==> config.mk <==
export PLATFORM = sky130hd
export DESIGN_NAME = mil_txd_fifo
export DESIGN_NICKNAME = d
export VERILOG_FILES = /design/src/rtl/mil_txd_fifo.sv
export SDC_FILE = /design/constraint.sdc
export NUM_CORES = 1
export LEC_CHECK = 0
export ABC_CLOCK_PERIOD_IN_PS = 7100
export CAP_MARGIN = 20
export CORE_ASPECT_RATIO = 1.1
export CORE_MARGIN = 3
export CORE_UTILIZATION = 35
export CTS_BUF_LIST = sky130_fd_sc_hd__clkbuf_4
export DETAILED_ROUTE_END_ITERATION = 6
export GPL_TIMING_DRIVEN = 1
export MAX_ROUTING_LAYER = met4
export PLACE_DENSITY = 0.48
export SYNTH_ARGS = -nofsm -noshare
export SYNTH_HDL_FRONTEND = slang
export SYNTH_SLANG_ARGS = --single-unit
==> constraint.sdc <==
create_clock -name clk -period 7.1 [get_ports clk]
set_input_delay 1.42 -clock clk [delete_from_list [all_inputs] [get_ports clk]]
set_output_delay 1.42 -clock clk [all_outputs]
set_load 0.01 [all_outputs]
==> src/rtl/mil_txd_fifo.sv <==
// mil_txd_fifo: Manchester II (1553-style) word transmitter fed by a word FIFO.
// Each word goes out as 3-bit sync, DATA_W data bits MSB first, then odd parity.
module mil_txd_fifo #(
    parameter int DATA_W      = 16,
    parameter int CLK_PER_BIT = 50,
    parameter int FIFO_DEPTH  = 4
) (
    input  logic                          clk,
    input  logic                          rst,
    input  logic [DATA_W-1:0]             dat,
    input  logic                          cw,
    input  logic                          wr_en,
    output logic                          wr_rdy,
    output logic [$clog2(FIFO_DEPTH):0]   fifo_cnt,
    output logic                          TXP,
    output logic                          TXN,
    output logic                          en_tx,
    output logic                          busy,
    output logic                          T_end
);
    localparam int H    = CLK_PER_BIT / 2;
    localparam int HW   = $clog2(H);
    localparam int AW   = $clog2(FIFO_DEPTH);
    localparam int CNTW = AW + 1;
    localparam logic [HW-1:0]   H_LAST = HW'(H - 1);
    localparam logic [5:0]      D_LAST = 6'(2 * DATA_W - 1);
    localparam logic [CNTW-1:0] FULL   = CNTW'(FIFO_DEPTH);

    typedef enum logic [1:0] {IDLE, SYNC, DATA, PAR} state_t;

    state_t            state_q, state_d;
    logic [HW-1:0]     hc_q, hc_d;
    logic [5:0]        hi_q, hi_d;
    logic [DATA_W-1:0] sr_q, sr_d;
    logic              cw_q, cw_d, par_q, par_d;
    logic [DATA_W:0]   mem_q [FIFO_DEPTH];
    logic [DATA_W:0]   mem_d [FIFO_DEPTH];
    logic [AW-1:0]     wp_q, wp_d, rp_q, rp_d;
    logic [CNTW-1:0]   cnt_q, cnt_d;
    logic              txp_q, txp_d, txn_q, txn_d, en_q, en_d, tend_q, tend_d;
    logic              push, pop, wrap, lvl;
    logic [DATA_W:0]   head;

    always_comb begin
        wrap  = hc_q == H_LAST;
        head  = mem_q[rp_q];
        // The next word is popped on the very edge that ends PAR, so words run back-to-back.
        pop   = cnt_q != '0 && (state_q == IDLE || (state_q == PAR && wrap && hi_q == 6'd1));
        push  = wr_en && cnt_q != FULL;
        mem_d = mem_q;
        if (push) mem_d[wp_q] = {cw, dat};
        wp_d  = push ? wp_q + 1'b1 : wp_q;
        rp_d  = pop ? rp_q + 1'b1 : rp_q;
        cnt_d = cnt_q + CNTW'(push) - CNTW'(pop);
        state_d = state_q;
        hc_d    = hc_q;
        hi_d    = hi_q;
        sr_d    = sr_q;
        cw_d    = cw_q;
        par_d   = par_q;
        if (state_q != IDLE) begin
            hc_d = wrap ? '0 : hc_q + 1'b1;
            if (wrap) begin
                hi_d = hi_q + 1'b1;
                if (state_q == SYNC && hi_q == 6'd5) begin
                    state_d = DATA;
                    hi_d    = '0;
                end
                if (state_q == DATA) begin
                    if (hi_q[0]) sr_d = sr_q << 1;
                    if (hi_q == D_LAST) begin
                        state_d = PAR;
                        hi_d    = '0;
                    end
                end
                if (state_q == PAR && hi_q == 6'd1) state_d = IDLE;
            end
        end
        if (pop) begin
            state_d      = SYNC;
            hc_d         = '0;
            hi_d         = '0;
            {cw_d, sr_d} = head;
            par_d        = ~^head[DATA_W-1:0];
        end
        // Line levels are derived from next-state so the registered outputs line up with the FSM.
        lvl    = state_d == SYNC ? (hi_d < 6'd3 ? cw_d : ~cw_d)
               : state_d == DATA ? sr_d[DATA_W-1] ^ hi_d[0]
               : par_d ^ hi_d[0];
        en_d   = state_d != IDLE;
        txp_d  = en_d & lvl;
        txn_d  = en_d & ~lvl;
        tend_d = state_d == PAR && hi_d == 6'd1 && hc_d == H_LAST;
    end

    always_ff @(posedge clk or posedge rst) begin
        if (rst) begin
            state_q <= IDLE;
            hc_q    <= '0;
            hi_q    <= '0;
            sr_q    <= '0;
            cw_q    <= 1'b0;
            par_q   <= 1'b0;
            mem_q   <= '{default: '0};
            wp_q    <= '0;
            rp_q    <= '0;
            cnt_q   <= '0;
            txp_q   <= 1'b0;
            txn_q   <= 1'b0;
            en_q    <= 1'b0;
            tend_q  <= 1'b0;
        end else begin
            state_q <= state_d;
            hc_q    <= hc_d;
            hi_q    <= hi_d;
            sr_q    <= sr_d;
            cw_q    <= cw_d;
            par_q   <= par_d;
            mem_q   <= mem_d;
            wp_q    <= wp_d;
            rp_q    <= rp_d;
            cnt_q   <= cnt_d;
            txp_q   <= txp_d;
            txn_q   <= txn_d;
            en_q    <= en_d;
            tend_q  <= tend_d;
        end
    end

    assign wr_rdy   = cnt_q != FULL;
    assign fifo_cnt = cnt_q;
    assign TXP      = txp_q;
    assign TXN      = txn_q;
    assign en_tx    = en_q;
    assign T_end    = tend_q;
    assign busy     = en_q | (cnt_q != '0);
endmodule

==> tab_implementation.tex, run 1 <==
\begin{tabular}{lr}
\hline
Metric & Value \\
\hline
\multicolumn{2}{l}{\textbf{Worst setup path}} \\
Critical R2R Capture & TXP \\
Required time of the critical path & 5.68 ns \\
Startpoint of the lowest-slack register-to-register path & hc\_q[0] \\
Worst-path maximum fanout & 6 \\
Critical path data arrival time & 1.82 ns \\
Type of the worst setup path & reg2out \\
Setup slack, reg-to-reg & 3.96 ns \\
Depth of the most critical reg-to-reg path & 9 \\
CP Launch Type & flop \\
Endpoint kind of the worst setup timing path & output port \\
\multicolumn{2}{l}{\textbf{Route}} \\
Initial DRC Count & 164 \\
Routed WL & 11000 µm \\
Detailed-route wire length per cell & 16.7 µm \\
Pre-Repair DR Iteration Count & 4 \\
Remaining design rule violation count & 0 \\
Total number of vias & 3393 \\
Post-route ant nets & 0 \\
Vias per cell & 5.14 \\
\multicolumn{2}{l}{\textbf{STA}} \\
Final total negative setup slack & 0 ns \\
Clock skew & 0.0233 ns \\
Tightest Pin Transition & 0.963 ns \\
Number of hold violations in the final report & 0 \\
Worst slew slack as a fraction of its limit & 0.357 \\
Max-slew violation total from the final report & 0 \\
Period utilization & 0.457 \\
Final number of setup-violating endpoints & 0 \\
Min Clock Period, post-route & 3.24 ns \\
Final worst-path setup slack & 3.86 ns \\
Highest attainable clock frequency & 308 MHz \\
Setup repair after global routing missed its margin & no \\
\multicolumn{2}{l}{\textbf{Floorplan}} \\
Area of the die & 17000 µm² \\
Top-Level Pins & 29 \\
Height of the die & 137 µm \\
Effective utilization at floorplan & 0.359 \\
Overall die width & 125 µm \\
Area of the placeable core & 15100 µm² \\
Number of placement rows & 47 \\
\multicolumn{2}{l}{\textbf{Clock tree}} \\
TritonCTS clock tree & built \\
Hold-fix buffers at CTS & 0 \\
Deepest clock path buffer count & 2 \\
Number of cells upsized or downsized after cts & 0 \\
H-tree lvl count & 3 \\
Clock transition at the register clock pins on the worst setup and hold paths after CTS & 0.17 ns \\
Setup bufs post-CTS & 0 \\
Num CTS Buffers & 9 \\
Worst-Skew Late Latency & 0.47 ns \\
Root Driver & sky130\_fd\_sc\_hd\_\_clkbuf\_4 \\
CTS Sinks & 110 \\
\multicolumn{2}{l}{\textbf{Placement}} \\
Weighted congestion at the end of routability-driven global placement & 0.710 \\
Worst Setup Slack post-DPL & 3.60 ns \\
IO Port Bufs & 28 \\
Post-detail-place hpwl & 7300 µm \\
\multicolumn{2}{l}{\textbf{Cells and area}} \\
Fill count & 1461 \\
Final core utilization & 0.398 \\
Multi-input combinational cell area & 2510 µm² \\
Ratio of cells with drive above 1 in the final layout & 0.262 \\
Flip-flop and latch area & 2750 µm² \\
Synthesis-to-finish area growth & 10.9\% \\
Final net count & 488 \\
\multicolumn{2}{l}{\textbf{Power}} \\
Pleak & 2.50 nW \\
Peak supply drop & 193 µV \\
Power per unit of standard cell area & 475 nW/µm² \\
\multicolumn{2}{l}{\textbf{Global routing}} \\
Via count of the first global-routing pass & 3562 \\
Combined global-route utilization of all metal layers & 0.144 \\
Largest net degree at the start of global routing & 68 \\
Grt total ovfl & 0 \\
Antenna violations before repair & 1 \\
Global-route wire length before repair & 18700 µm \\
\multicolumn{2}{l}{\textbf{Synth}} \\
Most frequent cells after synthesis & sky130\_fd\_sc\_hd\_\_dfrtp\_1 (110), sky130\_fd\_sc\_hd\_\_mux2\_2 (68), sky130\_fd\_sc\_hd\_\_nand2\_1 (45), sky130\_fd\_sc\_hd\_\_nor2\_1 (23), sky130\_fd\_sc\_hd\_\_xnor2\_1 (23) \\
Synthesized area divided by synthesized cell count & 12.5 µm² \\
Sequential-to-total area share from yosys stat & 0.507 \\
Post-synthesis cell count & 435 \\
Most frequent cell after synthesis & sky130\_fd\_sc\_hd\_\_dfrtp\_1 \\
Unique cell type count in the Yosys netlist & 60 \\
Net count of the mapped netlist & 466 \\
Seq cells post-synth & 110 \\
Dominant cells by area after synthesis & sky130\_fd\_sc\_hd\_\_dfrtp\_1 (51\%), sky130\_fd\_sc\_hd\_\_mux2\_2 (14\%), sky130\_fd\_sc\_hd\_\_mux4\_2 (7.1\%), sky130\_fd\_sc\_hd\_\_xnor2\_1 (3.7\%), sky130\_fd\_sc\_hd\_\_nand2\_1 (3.1\%) \\
Cell Area, Synth & 5430 µm² \\
Commonest register cell after synthesis & sky130\_fd\_sc\_hd\_\_dfrtp\_1 \\
Area share of the leading cell type in the synthesized netlist & 0.507 \\
Area leader, netlist & sky130\_fd\_sc\_hd\_\_dfrtp\_1 \\
Asr flop ratio synth & 1.00 \\
Number of synthesized flops with an enable pin & 0 \\
Synth Warn \# & 0 \\
\multicolumn{2}{l}{\textbf{Status}} \\
Result of the run & finished, final reports clean \\
\multicolumn{2}{l}{\textbf{Flow run}} \\
Max-Cap Viols & 0 \\
\multicolumn{2}{l}{\textbf{Min path}} \\
Worst hold-check path type & reg2reg \\
Hold path cells & 1 \\
Endpoint with the worst hold slack & mem\_q[7] \\
Startpoint of the tightest hold check path & mem\_q[7] \\
\hline
\end{tabular}
[area by class of cell]
type,instances,area share
Clock buffer,10,0.0125
Sequential cell,110,0.457
Multi-Input combinational cell,290,0.417
Tap cell,196,0.0407
Timing Repair Buffer,32,0.0515
Antenna cell,2,0.000831
Clock inverter,6,0.0114
Inverter,14,0.00935
[placed cells by master, fill, tap and decap left out, types with 2 or more instances in the layout]
master                            count
sky130_fd_sc_hd__mux2_4               2
sky130_fd_sc_hd__nor2_1              23
sky130_fd_sc_hd__xnor2_1             23
sky130_fd_sc_hd__nand4_1              3
sky130_fd_sc_hd__nand3b_1             2
sky130_fd_sc_hd__a21oi_1              6
sky130_fd_sc_hd__nand2_1             45
sky130_fd_sc_hd__a311oi_1             2
sky130_fd_sc_hd__diode_2              2
sky130_fd_sc_hd__and2_1               3
sky130_fd_sc_hd__clkinvlp_4           2
sky130_fd_sc_hd__nand2b_1             3
sky130_fd_sc_hd__nor3b_1              2
sky130_fd_sc_hd__ha_1                10
sky130_fd_sc_hd__and3_1               5
sky130_fd_sc_hd__xor2_1               2
sky130_fd_sc_hd__clkdlybuf4s50_1     28
sky130_fd_sc_hd__and2b_1              2
sky130_fd_sc_hd__o21ai_0              8
sky130_fd_sc_hd__buf_4                4
sky130_fd_sc_hd__nor3_1               7
sky130_fd_sc_hd__clkbuf_4            10
sky130_fd_sc_hd__mux2_2              68
sky130_fd_sc_hd__dfrtp_1            110
sky130_fd_sc_hd__nand3_1              8
sky130_fd_sc_hd__mux4_2              17
sky130_fd_sc_hd__inv_1               12
sky130_fd_sc_hd__or3_1                3
sky130_fd_sc_hd__o31ai_1              3
sky130_fd_sc_hd__a31oi_1             12
sky130_fd_sc_hd__a22oi_1              2
[metal layers]
layer  share of wire  vias to the layer above  global-route usage
met3           0.020                       12              0.0211
met5               0                        -                   -
met4           0.017                        0              0.0548
met2            0.50                       38               0.233
met1            0.47                     1742               0.184
li1                -                     1601                   -
[stage by stage]
stage | area [µm²] | total power [W] | hold slack, ns | instances
after floorplan | 5430 | 0.00226 | 0.467 | 435
after global placement | 5870 | 0.00255 | 0.482 | 642
after detailed placement | 5870 | 0.00259 | 0.488 | 642
after CTS | 6020 | 0.00292 | 0.524 | 658
after global routing | 6020 | 0.00310 | 0.545 | 660
final | 6020 | 0.00286 | 0.524 | 660
[registers in the layout (all words and copies together), names as in the netlist]
signal	cells
fifo_cnt	3
par_q	1
hc_q	5
mem_q	68
wp_q	2
rp_q	2
sr_q	16
TXN	1
state_q	2
T_end	1
hi_q	6
TXP	1
en_tx	1
cw_q	1
[logic make-up (layout without fill, tap and decap cells)]
family / after synthesis / count (layout) / synth area share
DFF: 110 / 110 / 0.507
muxes: 88 / 88 / 0.219
and+or+nand+nor: 117 / 117 / 0.108
buffers and inverters: 35 / 62 / 0.0307
AOI/OAI and AO/OA: 49 / 49 / 0.0678
other: 0 / 2 / 0
xor gates and xnor gates: 25 / 25 / 0.0403
adders and majority gates: 11 / 11 / 0.0267
[worst max-delay path: stages (launching register included)]
cell                              delay (ns)
sky130_fd_sc_hd__dfrtp_1                0.49
sky130_fd_sc_hd__nor3_1                 0.29
sky130_fd_sc_hd__nand2b_1               0.09
sky130_fd_sc_hd__clkdlybuf4s50_1        0.48
[report_power, final]
group / internal (W) / leakage [nW] / switching [W]
logic: 0.000785 / 1.10 / 0.000672
registers: 0.000923 / 1.32 / 0.000152
clock network: 0.000114 / 0.0726 / 0.000215
[worst max-delay path by stage]
stage | cells past startpoint | slack (ns) | start | end
2_1_floorplan | 1 | 2.78 | rst | TXN
3_3_place_gp | 10 | 3.62 | wr_en | fifo_cnt[2]
3_5_place_dp | 10 | 3.60 | wr_en | fifo_cnt[2]
4_1_cts | 3 | 3.78 | fifo_cnt[1] | busy
5_1_grt | 9 | 3.62 | hc_q[0] | TXP
6_report | 3 | 3.86 | fifo_cnt[1] | busy
(Power assumes the default switching activity.)
==> run 2: changes to the inputs <==
--- a/config.mk
+++ b/config.mk
@@ -5,7 +5,7 @@
 export SDC_FILE = /design/constraint.sdc
 export NUM_CORES = 1
 export LEC_CHECK = 0
-export ABC_CLOCK_PERIOD_IN_PS = 7100
+export ABC_CLOCK_PERIOD_IN_PS = 3300
 export CAP_MARGIN = 20
 export CORE_ASPECT_RATIO = 1.1
 export CORE_MARGIN = 3
==> constraint.sdc (replaced) <==
create_clock -name clk -period 3.3 [get_ports clk]
set_input_delay 0.66 -clock clk [delete_from_list [all_inputs] [get_ports clk]]
set_output_delay 0.66 -clock clk [all_outputs]
set_load 0.01 [all_outputs]
==> run 2 against run 1 <==
Compared with the run above:
- power increased by 110%
- sequential cell count unchanged
- critical path depth increased by 9
- routed wire length increased by 2.0%
- final area increased by 0.73%
- utilization increased by 0.29 points
- setup slack got worse by 3.3 ns
- combinational power increased by 120%
- highest routed layer unchanged
==> tab_implementation.tex, run 2 (same netlist as run 1, synthesis figures left out) <==
\begin{tabular}{lr}
\hline
Metric & Value \\
\hline
\multicolumn{2}{l}{\textbf{Status}} \\
Result of the run & finished, final reports clean \\
\multicolumn{2}{l}{\textbf{Clock tree}} \\
TritonCTS clock tree & built \\
Num CTS Buffers & 9 (unchanged) \\
Worst-Skew Late Latency & 0.48 ns (about the same) \\
CTS Sinks & 110 (unchanged) \\
Clock transition at the register clock pins on the worst setup and hold paths after CTS & 0.17 ns (about the same) \\
Number of cells upsized or downsized after cts & 0 (unchanged) \\
Setup bufs post-CTS & 0 (unchanged) \\
Root Driver & sky130\_fd\_sc\_hd\_\_clkbuf\_4 \\
Deepest clock path buffer count & 2 (unchanged) \\
H-tree lvl count & 3 (unchanged) \\
Hold-fix buffers at CTS & 0 (unchanged) \\
\multicolumn{2}{l}{\textbf{Floorplan}} \\
Area of the die & 17000 µm² (unchanged) \\
Top-Level Pins & 29 (unchanged) \\
Number of placement rows & 47 (unchanged) \\
Area of the placeable core & 15100 µm² (unchanged) \\
Height of the die & 137 µm (unchanged) \\
Overall die width & 125 µm (unchanged) \\
Effective utilization at floorplan & 0.359 (unchanged) \\
\multicolumn{2}{l}{\textbf{Route}} \\
Remaining design rule violation count & 0 (unchanged) \\
Initial DRC Count & 190 (+16\%) \\
Detailed-route wire length per cell & 16.9 µm (+1.1\%) \\
Total number of vias & 3392 (-0.029\%) \\
Pre-Repair DR Iteration Count & 4 (unchanged) \\
Vias per cell & 5.09 (-0.93\%) \\
Post-route ant nets & 0 (unchanged) \\
Routed WL & 11300 µm (+2.0\%) \\
\multicolumn{2}{l}{\textbf{Placement}} \\
Placed cell area & 5960 µm² (+1.5\%) \\
Weighted congestion at the end of routability-driven global placement & 0.784 (+11\%) \\
Placed instance count & 650 (+1.2\%) \\
Post-detail-place hpwl & 7660 µm (+4.8\%) \\
IO Port Bufs & 28 (unchanged) \\
\multicolumn{2}{l}{\textbf{STA}} \\
Min Clock Period, post-route & 2.70 ns \\
Period utilization & 0.818 \\
Tightest Pin Transition & 0.803 ns (-0.160 ns) \\
Clock skew & 0.0264 ns (+0.00307 ns) \\
Highest attainable clock frequency & 370 MHz \\
Worst slew slack as a fraction of its limit & 0.464 (+0.107) \\
Max-slew violation total from the final report & 0 (unchanged) \\
Tightest hold margin & 0.522 ns (-0.00177 ns) \\
Setup repair after global routing missed its margin & no \\
Number of hold violations in the final report & 0 (unchanged) \\
Final total negative setup slack & 0 ns (unchanged) \\
Final number of setup-violating endpoints & 0 (unchanged) \\
\multicolumn{2}{l}{\textbf{Cells and area}} \\
Largest register FFs & 68 (unchanged) \\
Final Non-Filler Cells & 666 (+0.91\%) \\
Final net count & 496 (+1.6\%) \\
Area of all placed cells without fillers & 6070 µm² (+0.73\%) \\
Final core utilization & 0.401 (+0.00290) \\
Fill count & 1462 (+0.068\%) \\
Regs by FF count & mem\_q: 68 flops, sr\_q: 16 flops, hi\_q: 6 flops \\
Ratio of cells with drive above 1 in the final layout & 0.269 (+0.00675) \\
Most frequent cells in the layout & sky130\_fd\_sc\_hd\_\_dfrtp\_1 (110), sky130\_fd\_sc\_hd\_\_mux2\_2 (68), sky130\_fd\_sc\_hd\_\_nand2\_1 (45), sky130\_fd\_sc\_hd\_\_clkdlybuf4s50\_1 (28) \\
Commonest non-fill, non-tap cell in the layout & sky130\_fd\_sc\_hd\_\_dfrtp\_1 \\
Synthesis-to-finish area growth & 11.8\% \\
Most flops, register & mem\_q \\
\multicolumn{2}{l}{\textbf{Power}} \\
Comb power frac & 0.519 (+0.010) \\
Pleak & 2.52 nW (+1.0\%) \\
Switching part of the total power & 0.367 (+0.00369) \\
Net load switching power & 0.00223 W (+110\%) \\
Peak supply drop & 376 µV (+95\%) \\
Pint & 0.00385 W (+110\%) \\
Portion of total power attributed to the clock network & 0.098 (-0.017) \\
Power per unit of standard cell area & 1000 nW/µm² (+110\%) \\
Sequential share of power & 0.383 (+0.007) \\
\multicolumn{2}{l}{\textbf{Min path}} \\
Hold path cells & 1 (unchanged) \\
Worst hold-check path type & reg2reg \\
Startpoint of the tightest hold check path & mem\_q[16] \\
\multicolumn{2}{l}{\textbf{Global routing}} \\
Via count of the first global-routing pass & 3602 (+1.1\%) \\
Global-route wire length before repair & 18800 µm (+0.26\%) \\
Grt total ovfl & 0 (unchanged) \\
Antenna violations before repair & 1 (unchanged) \\
Combined global-route utilization of all metal layers & 0.144 (+0.000770) \\
Largest net degree at the start of global routing & 54 (-21\%) \\
\multicolumn{2}{l}{\textbf{Worst setup path}} \\
CP Launch Type & flop \\
Worst stage delay on the critical path & 0.48 ns (about the same) \\
Worst-path maximum fanout & 8 (+2) \\
Startpoint of the lowest-slack register-to-register path & hi\_q[0] \\
Critical path data arrival time & 3.13 ns (+1.31 ns) \\
Most repeated library cell on the critical path & sky130\_fd\_sc\_hd\_\_ha\_1 \\
Endpoint kind of the worst setup timing path & flop \\
Type of the worst setup path & reg2reg \\
Cell with the biggest individual delay on the critical path & sky130\_fd\_sc\_hd\_\_dfrtp\_1 \\
Critical path, cell by cell & ha\_1 > or3b\_4 > nor4\_2 > o21ai\_2 > clkinv\_2 > ha\_1 > inv\_1 > ha\_1 > inv\_1 > fa\_1 > xnor2\_1 > xnor2\_1 \\
Required time of the critical path & 3.73 ns (-1.95 ns) \\
Depth of the most critical reg-to-reg path & 12 (+3) \\
Worst Setup SP & hi\_q[0] \\
\multicolumn{2}{l}{\textbf{Flow run}} \\
Max-Cap Viols & 0 (unchanged) \\
\hline
\end{tabular}
==> run 2: worst max-delay path: cells and delay by family, from the launching register on <==
kind / cells / cell delay [ns]
adder cells (fa/ha/maj): 4 / 0.90
AND/OR/NAND/NOR: 2 / 0.70
flip-flops: 1 / 0.48
XOR/XNOR: 2 / 0.31
buffers and inverters: 3 / 0.17
AO/OA/AOI/OAI: 1 / 0.10
==> run 2: cell type report <==
| cell class | instances | area, µm² | share of cell area |
|---|---|---|---|
| clock buffer | 9 | 67.6 | 0.0111 |
| inverter | 14 | 57.6 | 0.00949 |
| sequential | 110 | 2750 | 0.454 |
| timing repair buffer | 40 | 395 | 0.0652 |
| antenna | 1 | 2.50 | 0.000413 |
| multi-input combinational | 290 | 2510 | 0.414 |
| tap | 196 | 245 | 0.0404 |
| clock inverter | 6 | 36.3 | 0.00598 |
==> run 2: routing by layer <==
metal,track usage,part of all wire,vias up
li1,-,-,1609
met1,0.180,0.46,1728
met2,0.236,0.49,41
met3,0.0219,0.023,14
met4,0.0627,0.020,0
met5,-,0,-
==> run 2: power groups by stage <==
stage	clock, W	combinational, W	sequential [W]
3_5_place_dp	0	0.00322	0.00237
4_1_cts	0.000634	0.00323	0.00233
3_3_place_gp	0	0.00318	0.00234
5_1_grt	0.000682	0.00347	0.00242
6_report	0.000595	0.00316	0.00233
2_1_floorplan	0	0.00260	0.00226
==> run 2: per-stage QoR <==
stage                     power, W  setup WS (ns)
after floorplan            0.00486          0.376
after global placement     0.00552          0.566
after detailed placement   0.00559          0.523
after CTS                  0.00619          0.580
after global routing       0.00657          0.403
final                      0.00608          0.599
==> run 2: final timing paths <==
| check | slack [ns] | endpoint |
|---|---|---|
| min in group asynchronous | 0.64 | wp_q[1] |
| min reg2reg | 0.52 | mem_q[16] |
| min | 0.52 | mem_q[16] |
| max | 0.60 | fifo_cnt[2] |
| max in group asynchronous | 1.91 | mem_q[22] |
| max reg2reg | 0.60 | fifo_cnt[2] |
